### src/rtl/mips_pkg.sv
// Shared MIPS pipeline encodings and the decoder control bundle layout.
package mips_pkg;

    localparam logic [1:0] REG_DST_RT = 2'b00;
    localparam logic [1:0] REG_DST_RD = 2'b01;
    localparam logic [1:0] REG_DST_RA = 2'b10;

    localparam logic [1:0] DM2REG_ALU = 2'b00;
    localparam logic [1:0] DM2REG_DM  = 2'b01;
    localparam logic [1:0] DM2REG_PC4 = 2'b10;

    localparam int CTRL_W = 11;

    typedef struct packed {
        logic       we_reg;
        logic [1:0] reg_dst;
        logic       alu_src;
        logic       branch;
        logic       we_dm;
        logic [1:0] dm2reg;
        logic [1:0] alu_op;
        logic       jump;
    } ctrl_t;

    localparam ctrl_t BUBBLE_CTRL = '0;

endpackage

### src/rtl/id_ex_stage_if.sv
// ID->EX boundary: decoder/regfile inputs, flush/hold controls, registered EX outputs.
interface id_ex_stage_if #(
    parameter int DW    = 32,
    parameter int RW    = 5,
    parameter int CNT_W = 16
);
    logic          id_we_reg;
    logic [1:0]    id_reg_dst;
    logic          id_alu_src;
    logic          id_branch;
    logic          id_we_dm;
    logic [1:0]    id_dm2reg;
    logic [1:0]    id_alu_op;
    logic          id_jump;
    logic [DW-1:0] id_rd1;
    logic [DW-1:0] id_rd2;
    logic [DW-1:0] id_sext_imm;
    logic [DW-1:0] id_pc_plus4;
    logic [RW-1:0] id_rs;
    logic [RW-1:0] id_rt;
    logic [RW-1:0] id_rd;
    logic [5:0]    id_funct;
    logic          flush;
    logic          hold_ex;
    logic          stall_id;

    logic          ex_we_reg;
    logic [1:0]    ex_reg_dst;
    logic          ex_alu_src;
    logic          ex_branch;
    logic          ex_we_dm;
    logic [1:0]    ex_dm2reg;
    logic [1:0]    ex_alu_op;
    logic          ex_jump;
    logic [DW-1:0] ex_rd1;
    logic [DW-1:0] ex_rd2;
    logic [DW-1:0] ex_sext_imm;
    logic [DW-1:0] ex_pc_plus4;
    logic [RW-1:0] ex_rs;
    logic [RW-1:0] ex_rt;
    logic [RW-1:0] ex_rd;
    logic [5:0]    ex_funct;
    logic          ex_valid;
    logic [CNT_W-1:0] bubble_cnt;

    modport master (
        output id_we_reg, id_reg_dst, id_alu_src, id_branch, id_we_dm, id_dm2reg,
               id_alu_op, id_jump, id_rd1, id_rd2, id_sext_imm, id_pc_plus4,
               id_rs, id_rt, id_rd, id_funct, flush, hold_ex,
        input  stall_id, ex_we_reg, ex_reg_dst, ex_alu_src, ex_branch, ex_we_dm,
               ex_dm2reg, ex_alu_op, ex_jump, ex_rd1, ex_rd2, ex_sext_imm,
               ex_pc_plus4, ex_rs, ex_rt, ex_rd, ex_funct, ex_valid, bubble_cnt
    );

    modport slave (
        input  id_we_reg, id_reg_dst, id_alu_src, id_branch, id_we_dm, id_dm2reg,
               id_alu_op, id_jump, id_rd1, id_rd2, id_sext_imm, id_pc_plus4,
               id_rs, id_rt, id_rd, id_funct, flush, hold_ex,
        output stall_id, ex_we_reg, ex_reg_dst, ex_alu_src, ex_branch, ex_we_dm,
               ex_dm2reg, ex_alu_op, ex_jump, ex_rd1, ex_rd2, ex_sext_imm,
               ex_pc_plus4, ex_rs, ex_rt, ex_rd, ex_funct, ex_valid, bubble_cnt
    );
endinterface

### src/rtl/id_ex_stage_lu_hazard_detect.sv
// Load-use hazard: a valid load in EX whose destination is a source of the ID instruction.
module lu_hazard_detect
    import mips_pkg::*;
#(
    parameter int RW = 5
) (
    input  logic          ex_valid,
    input  logic [1:0]    ex_dm2reg,
    input  logic [RW-1:0] ex_rt,
    input  logic [RW-1:0] id_rs,
    input  logic [RW-1:0] id_rt,
    input  logic          id_alu_src,
    input  logic          id_we_dm,
    output logic          lu
);
    logic rt_is_source;

    // rt is read by register-register ops and by stores (store data)
    assign rt_is_source = ~id_alu_src | id_we_dm;

    assign lu = ex_valid && (ex_dm2reg == DM2REG_DM) && (ex_rt != '0) &&
                ((ex_rt == id_rs) || ((ex_rt == id_rt) && rt_is_source));
endmodule

### src/rtl/id_ex_stage.sv
// ID->EX pipeline register with load-use bubble insertion, flush/hold and bubble counter.
module id_ex_stage
    import mips_pkg::*;
#(
    parameter int DW    = 32,
    parameter int RW    = 5,
    parameter int CNT_W = 16
) (
    input logic         clk,
    input logic         rst,
    id_ex_stage_if.slave bus
);
    ctrl_t            id_ctrl;
    ctrl_t            ex_ctrl;
    logic [DW-1:0]    ex_rd1, ex_rd2, ex_sext_imm, ex_pc_plus4;
    logic [RW-1:0]    ex_rs, ex_rt, ex_rd;
    logic [5:0]       ex_funct;
    logic             ex_valid;
    logic [CNT_W-1:0] bubble_cnt;
    logic             lu;

    assign id_ctrl = '{we_reg:  bus.id_we_reg,  reg_dst: bus.id_reg_dst,
                       alu_src: bus.id_alu_src, branch:  bus.id_branch,
                       we_dm:   bus.id_we_dm,   dm2reg:  bus.id_dm2reg,
                       alu_op:  bus.id_alu_op,  jump:    bus.id_jump};

    lu_hazard_detect #(.RW(RW)) u_lu (
        .ex_valid   (ex_valid),
        .ex_dm2reg  (ex_ctrl.dm2reg),
        .ex_rt      (ex_rt),
        .id_rs      (bus.id_rs),
        .id_rt      (bus.id_rt),
        .id_alu_src (bus.id_alu_src),
        .id_we_dm   (bus.id_we_dm),
        .lu         (lu)
    );

    // Driven only from inputs and EX state, so a flush cannot loop back through squashed state
    assign bus.stall_id = (bus.hold_ex | lu) & ~bus.flush;

    always_ff @(posedge clk or posedge rst) begin
        if (rst) begin
            ex_ctrl     <= BUBBLE_CTRL;
            ex_rd1      <= '0;
            ex_rd2      <= '0;
            ex_sext_imm <= '0;
            ex_pc_plus4 <= '0;
            ex_rs       <= '0;
            ex_rt       <= '0;
            ex_rd       <= '0;
            ex_funct    <= '0;
            ex_valid    <= 1'b0;
            bubble_cnt  <= '0;
        end else if (bus.flush || (!bus.hold_ex && lu)) begin
            ex_ctrl     <= BUBBLE_CTRL;
            ex_rd1      <= '0;
            ex_rd2      <= '0;
            ex_sext_imm <= '0;
            ex_pc_plus4 <= '0;
            ex_rs       <= '0;
            ex_rt       <= '0;
            ex_rd       <= '0;
            ex_funct    <= '0;
            ex_valid    <= 1'b0;
            if (!bus.flush && bubble_cnt != '1)
                bubble_cnt <= bubble_cnt + CNT_W'(1);
        end else if (!bus.hold_ex) begin
            ex_ctrl     <= id_ctrl;
            ex_rd1      <= bus.id_rd1;
            ex_rd2      <= bus.id_rd2;
            ex_sext_imm <= bus.id_sext_imm;
            ex_pc_plus4 <= bus.id_pc_plus4;
            ex_rs       <= bus.id_rs;
            ex_rt       <= bus.id_rt;
            ex_rd       <= bus.id_rd;
            ex_funct    <= bus.id_funct;
            ex_valid    <= 1'b1;
        end
    end

    assign bus.ex_we_reg   = ex_ctrl.we_reg;
    assign bus.ex_reg_dst  = ex_ctrl.reg_dst;
    assign bus.ex_alu_src  = ex_ctrl.alu_src;
    assign bus.ex_branch   = ex_ctrl.branch;
    assign bus.ex_we_dm    = ex_ctrl.we_dm;
    assign bus.ex_dm2reg   = ex_ctrl.dm2reg;
    assign bus.ex_alu_op   = ex_ctrl.alu_op;
    assign bus.ex_jump     = ex_ctrl.jump;
    assign bus.ex_rd1      = ex_rd1;
    assign bus.ex_rd2      = ex_rd2;
    assign bus.ex_sext_imm = ex_sext_imm;
    assign bus.ex_pc_plus4 = ex_pc_plus4;
    assign bus.ex_rs       = ex_rs;
    assign bus.ex_rt       = ex_rt;
    assign bus.ex_rd       = ex_rd;
    assign bus.ex_funct    = ex_funct;
    assign bus.ex_valid    = ex_valid;
    assign bus.bubble_cnt  = bubble_cnt;
endmodule

### src/flat_wrapper.sv
// flat-port wrapper written by rule: the top's interface ports become plain ports
module id_ex_stage_flat import mips_pkg::*;
#(
    parameter int DW    = 32,
    parameter int RW    = 5,
    parameter int CNT_W = 16
)
  (clk, rst, bus_id_we_reg, bus_id_reg_dst, bus_id_alu_src, bus_id_branch, bus_id_we_dm, bus_id_dm2reg, bus_id_alu_op, bus_id_jump, bus_id_rd1, bus_id_rd2, bus_id_sext_imm, bus_id_pc_plus4, bus_id_rs, bus_id_rt, bus_id_rd, bus_id_funct, bus_flush, bus_hold_ex, bus_stall_id, bus_ex_we_reg, bus_ex_reg_dst, bus_ex_alu_src, bus_ex_branch, bus_ex_we_dm, bus_ex_dm2reg, bus_ex_alu_op, bus_ex_jump, bus_ex_rd1, bus_ex_rd2, bus_ex_sext_imm, bus_ex_pc_plus4, bus_ex_rs, bus_ex_rt, bus_ex_rd, bus_ex_funct, bus_ex_valid, bus_bubble_cnt);
  id_ex_stage_if #(.DW(DW), .RW(RW), .CNT_W(CNT_W)) bus_i ();
  input logic clk;
  input logic rst;
  input wire logic [$bits(bus_i.id_we_reg)-1:0] bus_id_we_reg;
  input wire logic [$bits(bus_i.id_reg_dst)-1:0] bus_id_reg_dst;
  input wire logic [$bits(bus_i.id_alu_src)-1:0] bus_id_alu_src;
  input wire logic [$bits(bus_i.id_branch)-1:0] bus_id_branch;
  input wire logic [$bits(bus_i.id_we_dm)-1:0] bus_id_we_dm;
  input wire logic [$bits(bus_i.id_dm2reg)-1:0] bus_id_dm2reg;
  input wire logic [$bits(bus_i.id_alu_op)-1:0] bus_id_alu_op;
  input wire logic [$bits(bus_i.id_jump)-1:0] bus_id_jump;
  input wire logic [$bits(bus_i.id_rd1)-1:0] bus_id_rd1;
  input wire logic [$bits(bus_i.id_rd2)-1:0] bus_id_rd2;
  input wire logic [$bits(bus_i.id_sext_imm)-1:0] bus_id_sext_imm;
  input wire logic [$bits(bus_i.id_pc_plus4)-1:0] bus_id_pc_plus4;
  input wire logic [$bits(bus_i.id_rs)-1:0] bus_id_rs;
  input wire logic [$bits(bus_i.id_rt)-1:0] bus_id_rt;
  input wire logic [$bits(bus_i.id_rd)-1:0] bus_id_rd;
  input wire logic [$bits(bus_i.id_funct)-1:0] bus_id_funct;
  input wire logic [$bits(bus_i.flush)-1:0] bus_flush;
  input wire logic [$bits(bus_i.hold_ex)-1:0] bus_hold_ex;
  output wire logic [$bits(bus_i.stall_id)-1:0] bus_stall_id;
  output wire logic [$bits(bus_i.ex_we_reg)-1:0] bus_ex_we_reg;
  output wire logic [$bits(bus_i.ex_reg_dst)-1:0] bus_ex_reg_dst;
  output wire logic [$bits(bus_i.ex_alu_src)-1:0] bus_ex_alu_src;
  output wire logic [$bits(bus_i.ex_branch)-1:0] bus_ex_branch;
  output wire logic [$bits(bus_i.ex_we_dm)-1:0] bus_ex_we_dm;
  output wire logic [$bits(bus_i.ex_dm2reg)-1:0] bus_ex_dm2reg;
  output wire logic [$bits(bus_i.ex_alu_op)-1:0] bus_ex_alu_op;
  output wire logic [$bits(bus_i.ex_jump)-1:0] bus_ex_jump;
  output wire logic [$bits(bus_i.ex_rd1)-1:0] bus_ex_rd1;
  output wire logic [$bits(bus_i.ex_rd2)-1:0] bus_ex_rd2;
  output wire logic [$bits(bus_i.ex_sext_imm)-1:0] bus_ex_sext_imm;
  output wire logic [$bits(bus_i.ex_pc_plus4)-1:0] bus_ex_pc_plus4;
  output wire logic [$bits(bus_i.ex_rs)-1:0] bus_ex_rs;
  output wire logic [$bits(bus_i.ex_rt)-1:0] bus_ex_rt;
  output wire logic [$bits(bus_i.ex_rd)-1:0] bus_ex_rd;
  output wire logic [$bits(bus_i.ex_funct)-1:0] bus_ex_funct;
  output wire logic [$bits(bus_i.ex_valid)-1:0] bus_ex_valid;
  output wire logic [$bits(bus_i.bubble_cnt)-1:0] bus_bubble_cnt;
  assign bus_i.id_we_reg = bus_id_we_reg;
  assign bus_i.id_reg_dst = bus_id_reg_dst;
  assign bus_i.id_alu_src = bus_id_alu_src;
  assign bus_i.id_branch = bus_id_branch;
  assign bus_i.id_we_dm = bus_id_we_dm;
  assign bus_i.id_dm2reg = bus_id_dm2reg;
  assign bus_i.id_alu_op = bus_id_alu_op;
  assign bus_i.id_jump = bus_id_jump;
  assign bus_i.id_rd1 = bus_id_rd1;
  assign bus_i.id_rd2 = bus_id_rd2;
  assign bus_i.id_sext_imm = bus_id_sext_imm;
  assign bus_i.id_pc_plus4 = bus_id_pc_plus4;
  assign bus_i.id_rs = bus_id_rs;
  assign bus_i.id_rt = bus_id_rt;
  assign bus_i.id_rd = bus_id_rd;
  assign bus_i.id_funct = bus_id_funct;
  assign bus_i.flush = bus_flush;
  assign bus_i.hold_ex = bus_hold_ex;
  assign bus_stall_id = bus_i.stall_id;
  assign bus_ex_we_reg = bus_i.ex_we_reg;
  assign bus_ex_reg_dst = bus_i.ex_reg_dst;
  assign bus_ex_alu_src = bus_i.ex_alu_src;
  assign bus_ex_branch = bus_i.ex_branch;
  assign bus_ex_we_dm = bus_i.ex_we_dm;
  assign bus_ex_dm2reg = bus_i.ex_dm2reg;
  assign bus_ex_alu_op = bus_i.ex_alu_op;
  assign bus_ex_jump = bus_i.ex_jump;
  assign bus_ex_rd1 = bus_i.ex_rd1;
  assign bus_ex_rd2 = bus_i.ex_rd2;
  assign bus_ex_sext_imm = bus_i.ex_sext_imm;
  assign bus_ex_pc_plus4 = bus_i.ex_pc_plus4;
  assign bus_ex_rs = bus_i.ex_rs;
  assign bus_ex_rt = bus_i.ex_rt;
  assign bus_ex_rd = bus_i.ex_rd;
  assign bus_ex_funct = bus_i.ex_funct;
  assign bus_ex_valid = bus_i.ex_valid;
  assign bus_bubble_cnt = bus_i.bubble_cnt;
  id_ex_stage #(.DW(DW), .RW(RW), .CNT_W(CNT_W)) u_core (.clk(clk), .rst(rst), .bus(bus_i));
endmodule
### config.mk
export PLATFORM = sky130hd
export DESIGN_NAME = id_ex_stage_flat
export DESIGN_NICKNAME = d
export VERILOG_FILES = /design/src/rtl/mips_pkg.sv /design/src/rtl/id_ex_stage_if.sv /design/src/rtl/id_ex_stage_lu_hazard_detect.sv /design/src/rtl/id_ex_stage.sv /design/src/flat_wrapper.sv
export SDC_FILE = /design/constraint.sdc
export NUM_CORES = 1
export LEC_CHECK = 0
export CORE_MARGIN = 5
export CORE_UTILIZATION = 38
export DETAILED_ROUTE_END_ITERATION = 10
export PLACE_DENSITY = 0.85
export SLEW_MARGIN = 0
export SYNTH_ARGS = -nofsm -noshare
export SYNTH_HDL_FRONTEND = slang
export SYNTH_SLANG_ARGS = --single-unit
### constraint.sdc
create_clock -name clk -period 7.5 [get_ports clk]
set_clock_uncertainty 0.2 [all_clocks]
set_input_delay 2.25 -clock clk [delete_from_list [all_inputs] [get_ports clk]]
set_output_delay 2.25 -clock clk [all_outputs]
set_load 0.1 [all_outputs]
==> flow_summary.json, run 1 <==
{
  "start_kind": "primary input",
  "cap_violations": 0,
  "vias_per_cell": 5.31,
  "dp_cells": 1248,
  "synth_cells": 692,
  "cts_tree": "done",
  "max_slew.worst_pin.slew_ps": 1070,
  "gp_congestion": 0.838,
  "wl_um": 25500,
  "timing.fmax_mhz": 153,
  "slew_viol_final": 0,
  "design.core.area_mm2": 0.0202,
  "p_sw_share_pct": 36.7,
  "ios": 342,
  "fillers": 1669,
  "yosysSeqAreaShare_pct": 56.7,
  "hp-class": "reg2reg",
  "pwr-share-clk_pct": 33.2,
  "worst_ep_arrival_time_ps": 4090,
  "combPwrFrac_pct": 27.4,
  "avgSynthCellArea_um2": 11.3,
  "cts_resized": 0,
  "drcViolationCount": 0,
  "dr.pass1.iters": 4,
  "syn_to_final_growth_pct": 52.9,
  "synth_nets": 857,
  "numPortBuffers": 341,
  "fin_crit_sh_pct": 87.2,
  "rsz0062_at_grt": "false",
  "p_per_area_mw_per_mm2": 220,
  "hold_viol": 0,
  "crit_path_max_fanout": 17,
  "ys_types": 31,
  "track_usage_pct": 21.1,
  "cts_setup_buffers": 0,
  "rows": 52,
  "power.switching_uw": 965,
  "grt_overflow": 0,
  "hold_buffers": 0,
  "drtAntennaViolNets": 0,
  "grt_max_degree": 132,
  "htreeDepth": 4,
  "die-area_mm2": 0.0235,
  "numCtsBuffers": 17,
  "final_common_cell": "clkdlybuf4s50_1",
  "min_period_ps": 6540,
  "instances_no_fill": 1281,
  "die_x_um": 153,
  "initial_core_util_pct": 38.6,
  "p_int_uw": 1660,
  "synth_warnings": 0,
  "drt-wirelength-per-cell_um": 19.9,
  "cts.path.max_buffers": 2,
  "vdd_drop_max_v": 0.000151,
  "dp_hpwl_um": 17700,
  "multi_input_comb_area_mm2": 0.00303,
  "die_h_um": 153,
  "grt_pass1_vias": 7057,
  "vias": 6808,
  "final_cell_mix": "338 x clkdlybuf4s50_1, 196 x nand2_1, 177 x dfrtp_1",
  "cts.sinks": 177,
  "drtIter0Drc": 328,
  "worstSetupPathType": "in2out",
  "clk_pin_slew_ps": 70,
  "leakagePower_uw": 0.00481,
  "drive_above_1_share_pct": 12.0,
  "synth_area_mm2": 0.00781,
  "grt_first_pass_wirelength_um": 39800,
  "final_nets": 1162,
  "seqPwrFrac_pct": 39.4,
  "end_kind": "output pin",
  "fin_tns_setup_ps": 0,
  "outcome": "complete, no violations",
  "ff_latch_area_mm2": 0.00443,
  "root_buffer": "clkbuf_16",
  "setup-violations-final": 0,
  "relSlewSlack_pct": 28.2,
  "ys_ff_latch": 177,
  "clock_latency_ps": 420,
  "grt_antenna_before_repair": 1,
  "critPathRequiredTime_ps": 5050
}
-- layout make-up --
| class | instances | area share (%) |
|---|---|---|
| flip-flops and latches | 177 | 37.1 |
| repair buffers | 352 | 29.6 |
| multi-input cells | 439 | 25.4 |
| clock buffers | 20 | 3.74 |
| well taps | 270 | 2.83 |
| clock inverters | 12 | 0.953 |
| inverters | 10 | 0.377 |
| diodes | 1 | 0.0210 |
-- per-stage QoR --
step,hold WS (ps),util (%),instance area (µm²),total power [µW],setup slack [ps]
after detailed placement,266,56.2,11400,1780,959
final,273,59.0,11900,2630,961
after global routing,291,59.0,11900,2720,841
after floorplan,786,-,7810,1540,248
after global placement,257,56.2,11400,1770,960
after CTS,278,59.0,11900,2660,945
-- routing by layer --
| metal | vias to the layer above | part of all wire (%) | global-route usage (%) |
|---|---|---|---|
| met4 | 0 | 2.8 | 8.58 |
| met3 | 39 | 10 | 8.57 |
| li1 | 3104 | - | - |
| met2 | 319 | 48 | 34.1 |
| met5 | - | 0 | 0 |
| met1 | 3346 | 39 | 25.1 |
-- path summary, 6_finish.rpt --
| check | depth (start not counted) | slack, ps | endpoint | start |
|---|---|---|---|---|
| max in group asynchronous | 3 | 3650 | u_core.bus.ex_rd1[27]$_DFFE_PP0P_ | rst |
| hold reg to reg | 2 | 270 | u_core.bus.ex_rs[2]$_DFFE_PP0P_ | u_core.bus.ex_rs[2]$_DFFE_PP0P_ |
| hold / removal | 2 | 270 | u_core.bus.ex_rs[2]$_DFFE_PP0P_ | u_core.bus.ex_rs[2]$_DFFE_PP0P_ |
| setup reg to reg | 7 | 4420 | u_core.bus.ex_rd2[30]$_DFFE_PP0P_ | u_core.bus.ex_rt[4]$_DFFE_PP0P_ |
| setup / recovery | 8 | 960 | bus_stall_id | bus_id_rt[1] |
| min in group asynchronous | 2 | 2240 | u_core.bus.ex_rd2[27]$_DFFE_PP0P_ | rst |
-- cell usage after synthesis --
| cell | instances | share of area [%] |
|---|---|---|
| a21oi_1 | 2 | 0.13 |
| o21ai_0 | 1 | 0.064 |
| and3_1 | 3 | 0.24 |
| ha_1 | 1 | 0.16 |
| nor2b_1 | 1 | 0.080 |
| nor3_1 | 3 | 0.19 |
| inv_1 | 9 | 0.43 |
| a211oi_2 | 1 | 0.16 |
| nand2b_2 | 1 | 0.11 |
| nand2_1 | 196 | 9.4 |
| nor4_1 | 2 | 0.16 |
| nand3_1 | 8 | 0.51 |
| xnor2_1 | 25 | 2.8 |
| and2_1 | 2 | 0.16 |
| o22ai_1 | 35 | 2.8 |
| a32o_1 | 57 | 7.3 |
| buf_6 | 11 | 1.6 |
| nand3b_1 | 5 | 0.48 |
| nor2_1 | 8 | 0.38 |
| buf_2 | 7 | 0.45 |
| dfrtp_1 | 177 | 57 |
| mux2_2 | 1 | 0.14 |
| o2111ai_4 | 1 | 0.34 |
| clkinv_1 | 1 | 0.048 |
| o22ai_2 | 61 | 9.8 |
| o32ai_1 | 1 | 0.11 |
| o41ai_2 | 7 | 1.5 |
| nand4_1 | 14 | 1.1 |
| nand4b_1 | 2 | 0.22 |
| clkbuf_1 | 48 | 2.3 |
| or4_4 | 1 | 0.14 |
-- cell families (layout without fill, tap and decap cells) --
| family | after synthesis | in the layout | share of synthesized area, % |
|---|---|---|---|
| AND/OR/NAND/NOR | 246 | 246 | 13.2 |
| buffers and inverters | 76 | 394 | 4.82 |
| XOR/XNOR | 25 | 25 | 2.80 |
| adder cells (fa/ha/maj) | 1 | 1 | 0.160 |
| other | 0 | 1 | 0 |
| multiplexers | 1 | 1 | 0.144 |
| AO/OA/AOI/OAI | 166 | 166 | 22.1 |
| flip-flops | 177 | 177 | 56.7 |
-- power by group through the flow --
stage	combinational [µW]	clock, µW	sequential [µW]
3_5_place_dp	724	0	1050
4_1_cts	726	897	1030
6_report	720	872	1030
3_3_place_gp	721	0	1050
5_1_grt	747	936	1040
2_1_floorplan	126	0	1410
-- worst max-delay path, stage by stage --
cell and delay [ps]:
clkdlybuf4s50_1 500, xnor2_1 130, nand4_1 210, o22ai_2 210, buf_4 240, nand2b_2 80, a21oi_1 240, buf_12 210
Note: power is estimated with default switching activity, not from simulation.
==> run 2: changes to the inputs <==
--- a/config.mk
+++ b/config.mk
@@ -7,6 +7,7 @@
 export LEC_CHECK = 0
 export CORE_MARGIN = 5
 export CORE_UTILIZATION = 38
+export CTS_CLUSTER_SIZE = 8
 export DETAILED_ROUTE_END_ITERATION = 10
 export PLACE_DENSITY = 0.85
 export SLEW_MARGIN = 0
==> results of run 2 <==
Final layout, timing and power as in run 1 (identical DEF).
